$ cat src/rtl/light_sequencer.sv
`default_nettype none
// +----------------------------------------------------------------------------+
// | Module   : light_sequencer                                                 |
// | Brief    : Traffic-light phase controller with per-phase dwell timer,      |
// |            one-shot green extension and bounded green hold.                |
// | Revision : 1.0 - initial release                                           |
// +----------------------------------------------------------------------------+
module light_sequencer #(
  parameter int CW        = 5,
  parameter int T_GREEN   = 8,
  parameter int T_YELLOW  = 3,
  parameter int T_EXT     = 4,
  parameter int T_MAXHOLD = 20
) (
  input  logic       clk,
  input  logic       rst,
  input  logic       mode,
  input  logic       delay,
  output logic [1:0] state,
  output logic       full,
  output logic [2:0] main_light,
  output logic [2:0] side_light
);

  typedef enum logic [1:0] {
    S_MAIN_G = 2'b00,
    S_MAIN_Y = 2'b01,
    S_SIDE_G = 2'b10,
    S_SIDE_Y = 2'b11
  } phase_t;

  localparam logic [CW-1:0] C_T_GREEN   = CW'(T_GREEN);
  localparam logic [CW-1:0] C_T_YELLOW  = CW'(T_YELLOW);
  localparam logic [CW-1:0] C_T_EXT     = CW'(T_EXT);
  localparam logic [CW-1:0] C_T_MAXHOLD = CW'(T_MAXHOLD);
  localparam logic [CW-1:0] C_CNT_MAX   = {CW{1'b1}};

  localparam logic [2:0] C_LAMP_RED    = 3'b100;
  localparam logic [2:0] C_LAMP_YELLOW = 3'b010;
  localparam logic [2:0] C_LAMP_GREEN  = 3'b001;

  phase_t        r_state;
  phase_t        w_state_nxt;
  logic [CW-1:0] r_timer;
  logic [CW-1:0] w_timer_nxt;
  logic          r_armed;
  logic          w_armed_nxt;
  logic          r_ext_used;
  logic          w_ext_used_nxt;
  logic [CW-1:0] r_hold_cnt;
  logic [CW-1:0] w_hold_cnt_nxt;

  logic          w_is_yellow;
  logic [CW-1:0] w_limit;
  logic          w_full;
  logic          w_advance;

  assign w_is_yellow = (r_state == S_MAIN_Y) || (r_state == S_SIDE_Y);
  assign w_limit     = w_is_yellow ? C_T_YELLOW : C_T_GREEN;
  assign w_full      = (r_timer == w_limit);

  always_ff @(posedge clk or posedge rst) begin
    if (rst) begin
      r_state    <= S_MAIN_G;
      r_timer    <= '0;
      r_armed    <= 1'b0;
      r_ext_used <= 1'b0;
      r_hold_cnt <= '0;
    end else begin
      r_state    <= w_state_nxt;
      r_timer    <= w_timer_nxt;
      r_armed    <= w_armed_nxt;
      r_ext_used <= w_ext_used_nxt;
      r_hold_cnt <= w_hold_cnt_nxt;
    end
  end

  always_comb begin
    w_state_nxt    = r_state;
    w_timer_nxt    = r_timer;
    w_armed_nxt    = r_armed;
    w_ext_used_nxt = r_ext_used;
    w_hold_cnt_nxt = r_hold_cnt;
    w_advance      = 1'b0;

    if (r_timer < w_limit) begin
      w_timer_nxt = r_timer + 1'b1;
    end else if (w_full) begin
      if (!r_armed) begin
        // Arm cycle: mode/delay reflect this phase only one cycle later.
        w_armed_nxt = 1'b1;
      end else if (w_is_yellow || mode || (r_hold_cnt == C_T_MAXHOLD)) begin
        w_advance = 1'b1;
      end else if (delay && !r_ext_used) begin
        w_timer_nxt    = w_limit - C_T_EXT;
        w_armed_nxt    = 1'b0;
        w_ext_used_nxt = 1'b1;
      end else if (delay) begin
        w_advance = 1'b1;
      end else if (r_hold_cnt != C_CNT_MAX) begin
        w_hold_cnt_nxt = r_hold_cnt + 1'b1;
      end
    end

    if (w_advance) begin
      w_state_nxt    = phase_t'(r_state + 2'd1);
      w_timer_nxt    = '0;
      w_armed_nxt    = 1'b0;
      w_ext_used_nxt = 1'b0;
      w_hold_cnt_nxt = '0;
    end
  end

  always_comb begin
    main_light = C_LAMP_RED;
    side_light = C_LAMP_RED;
    case (r_state)
      S_MAIN_G: main_light = C_LAMP_GREEN;
      S_MAIN_Y: main_light = C_LAMP_YELLOW;
      S_SIDE_G: side_light = C_LAMP_GREEN;
      S_SIDE_Y: side_light = C_LAMP_YELLOW;
      default: begin
        main_light = C_LAMP_RED;
        side_light = C_LAMP_RED;
      end
    endcase
  end

  assign state = r_state;
  assign full  = w_full;

endmodule
`default_nettype wire

$ cat config.mk
export PLATFORM = sky130hd
export DESIGN_NAME = light_sequencer
export DESIGN_NICKNAME = d
export VERILOG_FILES = /design/src/rtl/light_sequencer.sv
export SDC_FILE = /design/constraint.sdc
export NUM_CORES = 1
export LEC_CHECK = 0
export ABC_CLOCK_PERIOD_IN_PS = 3700
export CAP_MARGIN = 20
export CORE_MARGIN = 5
export CORE_UTILIZATION = 67
export CTS_BUF_LIST = sky130_fd_sc_hd__clkbuf_4
export CTS_CLUSTER_SIZE = 24
export DETAILED_ROUTE_END_ITERATION = 6
export DONT_BUFFER_PORTS = 1
export HOLD_SLACK_MARGIN = 0.1
export PLACE_DENSITY = 0.81
export SLEW_MARGIN = 20
export SYNTH_ARGS = -nofsm -noshare
export SYNTH_HDL_FRONTEND = slang
export SYNTH_SLANG_ARGS = --single-unit
$ cat constraint.sdc
create_clock -name clk -period 3.7 [get_ports clk]
set_input_delay 0.185 -clock clk [delete_from_list [all_inputs] [get_ports clk]]
set_output_delay 0.185 -clock clk [all_outputs]
set_load 0.05 [all_outputs]
==> reports/qor.yml <==
run_status:
  status: "completed"
placement:
  place.port_buffers: 0
  hpwl_um: 1330
  gp_congestion: 0.772
clock_network:
  clk_pin_slew_ns: 0.08
  cts_max_path_buffers: 2
  cts_buffers: 3
  clock_sinks: 14
  clkLatencyLatePin_ns: 0.27
  htree_levels: 1
  cts-root-buf: "clkbuf_4"
  cts_tree: "yes"
critical_path:
  critPathCaptureType: "flop"
  cp.arrival_ns: 2.90
  critical_path_class: "flop to flop"
  crit_required_ns: 3.87
  reg2reg_depth: 7
  cp_max_fo: 5
  cp-start-kind: "flop"
  rrSetupSlack_ns: 0.97
  worstReg2RegEnd: "r_timer[2]"
  r2r-start: "state[1]"
global_routing:
  grt_usage_pct: 18.1
  grt_max_degree: 15
  grt_pass1_wl_um: 2920
  overflow: 0
  antenna_found_initial: 0
  grt_pass1_vias: 718
logic_synthesis:
  synth_seq_cells: 14
  syn_nets: 106
  synth_top_family_by_area: "simple AND/OR/NAND/NOR gates"
  synth_compound_area_share_pct: 18.8
  synth_cell_types: 33
  netlist_area_sq_um: 938
  synthAdderAreaFrac_pct: 16.0
  synthSimpleGateAreaFrac_pct: 20.9
  synthMuxAreaShare_pct: 2.80
  synth_warnings: 0
  synthXorXnorAreaFrac_pct: 0.933
  syn_inst: 90
  synth.avg_cell_area_sq_um: 10.4
  ys_seq_area_share_pct: 37.3
route:
  routed_via_density: 6.33
  routed_wl_um: 1720
  avgRoutedWirePerCell_um: 15.5
  drt-initial-drc-count: 3
  drt_first_pass_iters: 4
  vias: 703
  route.detailed.drc: 0
  antenna_left: 0
pwr:
  vdd_drop_max_mv: 0.226
  p_per_area_nw_per_um2: 245
  leakage_nw: 0.497
die:
  fp.dieW_um: 47.4
  core_area_sq_um: 1320
  pin_count: 13
  fp.dieArea_sq_um: 2250
  dieHeight_um: 47.4
  start_util_pct: 71.2
  row_count: 13
layout:
  layout-area-overhead-vs-synth_pct: 7.33
  drive_above_1_share_pct: 16.7
  nets: 114
  n_antenna_cell: 0
sta:
  timing.slew.headroom_pct: 39.8
  setup_tns_ns: 0
  finalSetupViolCount: 0
  fmax_mhz: 366
  tightest_slew_ns: 0.900
  rsz0062_at_grt: "no"
  min_period_over_period_pct: 73.8
  worst_hold_slack_ns: 0.120
  hold_viol: 0
  slew_violations: 0
  fin_crit_ns: 2.73
  finClkSkew_ns: 0.00723
worst_hold_path:
  whs_path_depth: 2
  hold_path.class: "input pin to flop"
  holdPathEnd: "r_armed"
  hp-start: "delay"
job:
  max_cap_violations: 0
## logic make-up (layout without fill, tap and decap cells)
| group | Yosys count | count (layout) |
|---|---|---|
| simple gates | 31 | 31 |
| compound gates | 22 | 22 |
| flops | 14 | 14 |
| fa+ha+maj | 12 | 12 |
| buf+inv | 8 | 14 |
| mux | 2 | 2 |
| xor+xnor | 1 | 1 |
## layout make-up
type / count / area, sq um
Fill cell: 87 / 310
Inverter: 8 / 30.0
Multi-Input combinational cell: 68 / 558
Clock buffer: 3 / 22.5
Timing Repair Buffer: 3 / 27.5
Tap cell: 15 / 18.8
Sequential cell: 14 / 350
## critical path: stages, from the launching register on
cell     delay, ns
dfrtp_1       0.70
inv_1         0.17
ha_1          0.43
or3_4         0.45
or3_4         0.36
a31oi_4       0.25
nor2_2        0.06
o211a_1       0.20
## cells in the final DEF, fill, tap and decap left out, types with 3 or more instances in the layout
master	count
ha_1	12
dfrtp_1	14
clkbuf_4	3
a21oi_1	3
nand3_1	4
nor2_1	8
inv_1	8
nand2_1	5
a22o_1	3
o21ai_0	5
## timing repair
item,4_1_cts,5_1_grt
endpoints found under the hold margin,15,0
setup buffers,0,0
endpoints found under the setup margin,0,0
hold buffers,2,0
gates resized for setup,0,0
## cells in the mapped netlist
cell type	instances	area, sq um
nor2_2	1	6.26
and3_1	2	12.5
ha_1	12	150
o211a_1	2	20.0
inv_1	8	30.0
nand2_1	5	18.8
o41ai_1	1	8.76
or2_2	1	6.26
nor2b_1	1	6.26
mux2_2	1	11.3
a211o_2	1	10.0
nor2_1	8	30.0
nand2_2	1	6.26
o21ai_1	1	5.00
nor4bb_1	1	10.0
o31ai_1	2	15.0
o21ai_0	5	25.0
xnor2_1	1	8.76
mux2_4	1	15.0
dfrtp_1	14	350
a21oi_1	3	15.0
a311oi_2	1	15.0
and4b_1	1	10.0
o211ai_1	1	7.51
and2_2	1	7.51
nand3_1	4	20.0
nand4bb_4	1	27.5
a21o_1	1	7.51
nand4_1	1	6.26
or3_4	2	22.5
or3_1	1	6.26
a22o_1	3	26.3
a31oi_4	1	21.3
## report_power, final
| group | switching (mW) | total [mW] | internal, mW |
|---|---|---|---|
| logic | 0.00750 | 0.0126 | 0.00513 |
| clock network | 0.0421 | 0.0798 | 0.0376 |
| registers | 0.000559 | 0.154 | 0.153 |
| total | 0.0502 | 0.246 | 0.196 |
## layer usage
layer	up-vias	global-route usage [%]	wire length, um
met2	14	32.6	855
met4	0	2.21	0
met1	345	21.7	769
met5	-	0	0
met3	0	5.64	96
li1	344	-	-
## how the worst max path moves through the flow
stage / from / end / slack (ns)
global route: state[1] / r_hold_cnt[3] / 0.84
global placement: state[1] / r_timer[2] / 1.03
floorplan: state[0] / r_timer[1] / 1.01
finish: state[1] / r_timer[2] / 0.97
detailed placement: state[1] / r_timer[2] / 0.97
CTS: state[1] / r_timer[2] / 0.95
## flip-flops by register name (all words and copies together), names as in the netlist
name,cells
r_hold_cnt,5
r_armed,1
r_ext_used,1
state,2
r_timer,5
## through the flow
stage                     cell area (sq um)  util (%)  worst slack (ns)  std cells  power (mW)
after floorplan                         938         -              1.01         90       0.166
after detailed placement                965      73.2             0.971        106       0.168
after global placement                  965      73.2              1.03        106       0.168
after global routing                   1010      76.4             0.836        111       0.258
final                                  1010      76.4             0.970        111       0.246
after CTS                              1010      76.4             0.947        111       0.253
(Power assumes the default switching activity.)
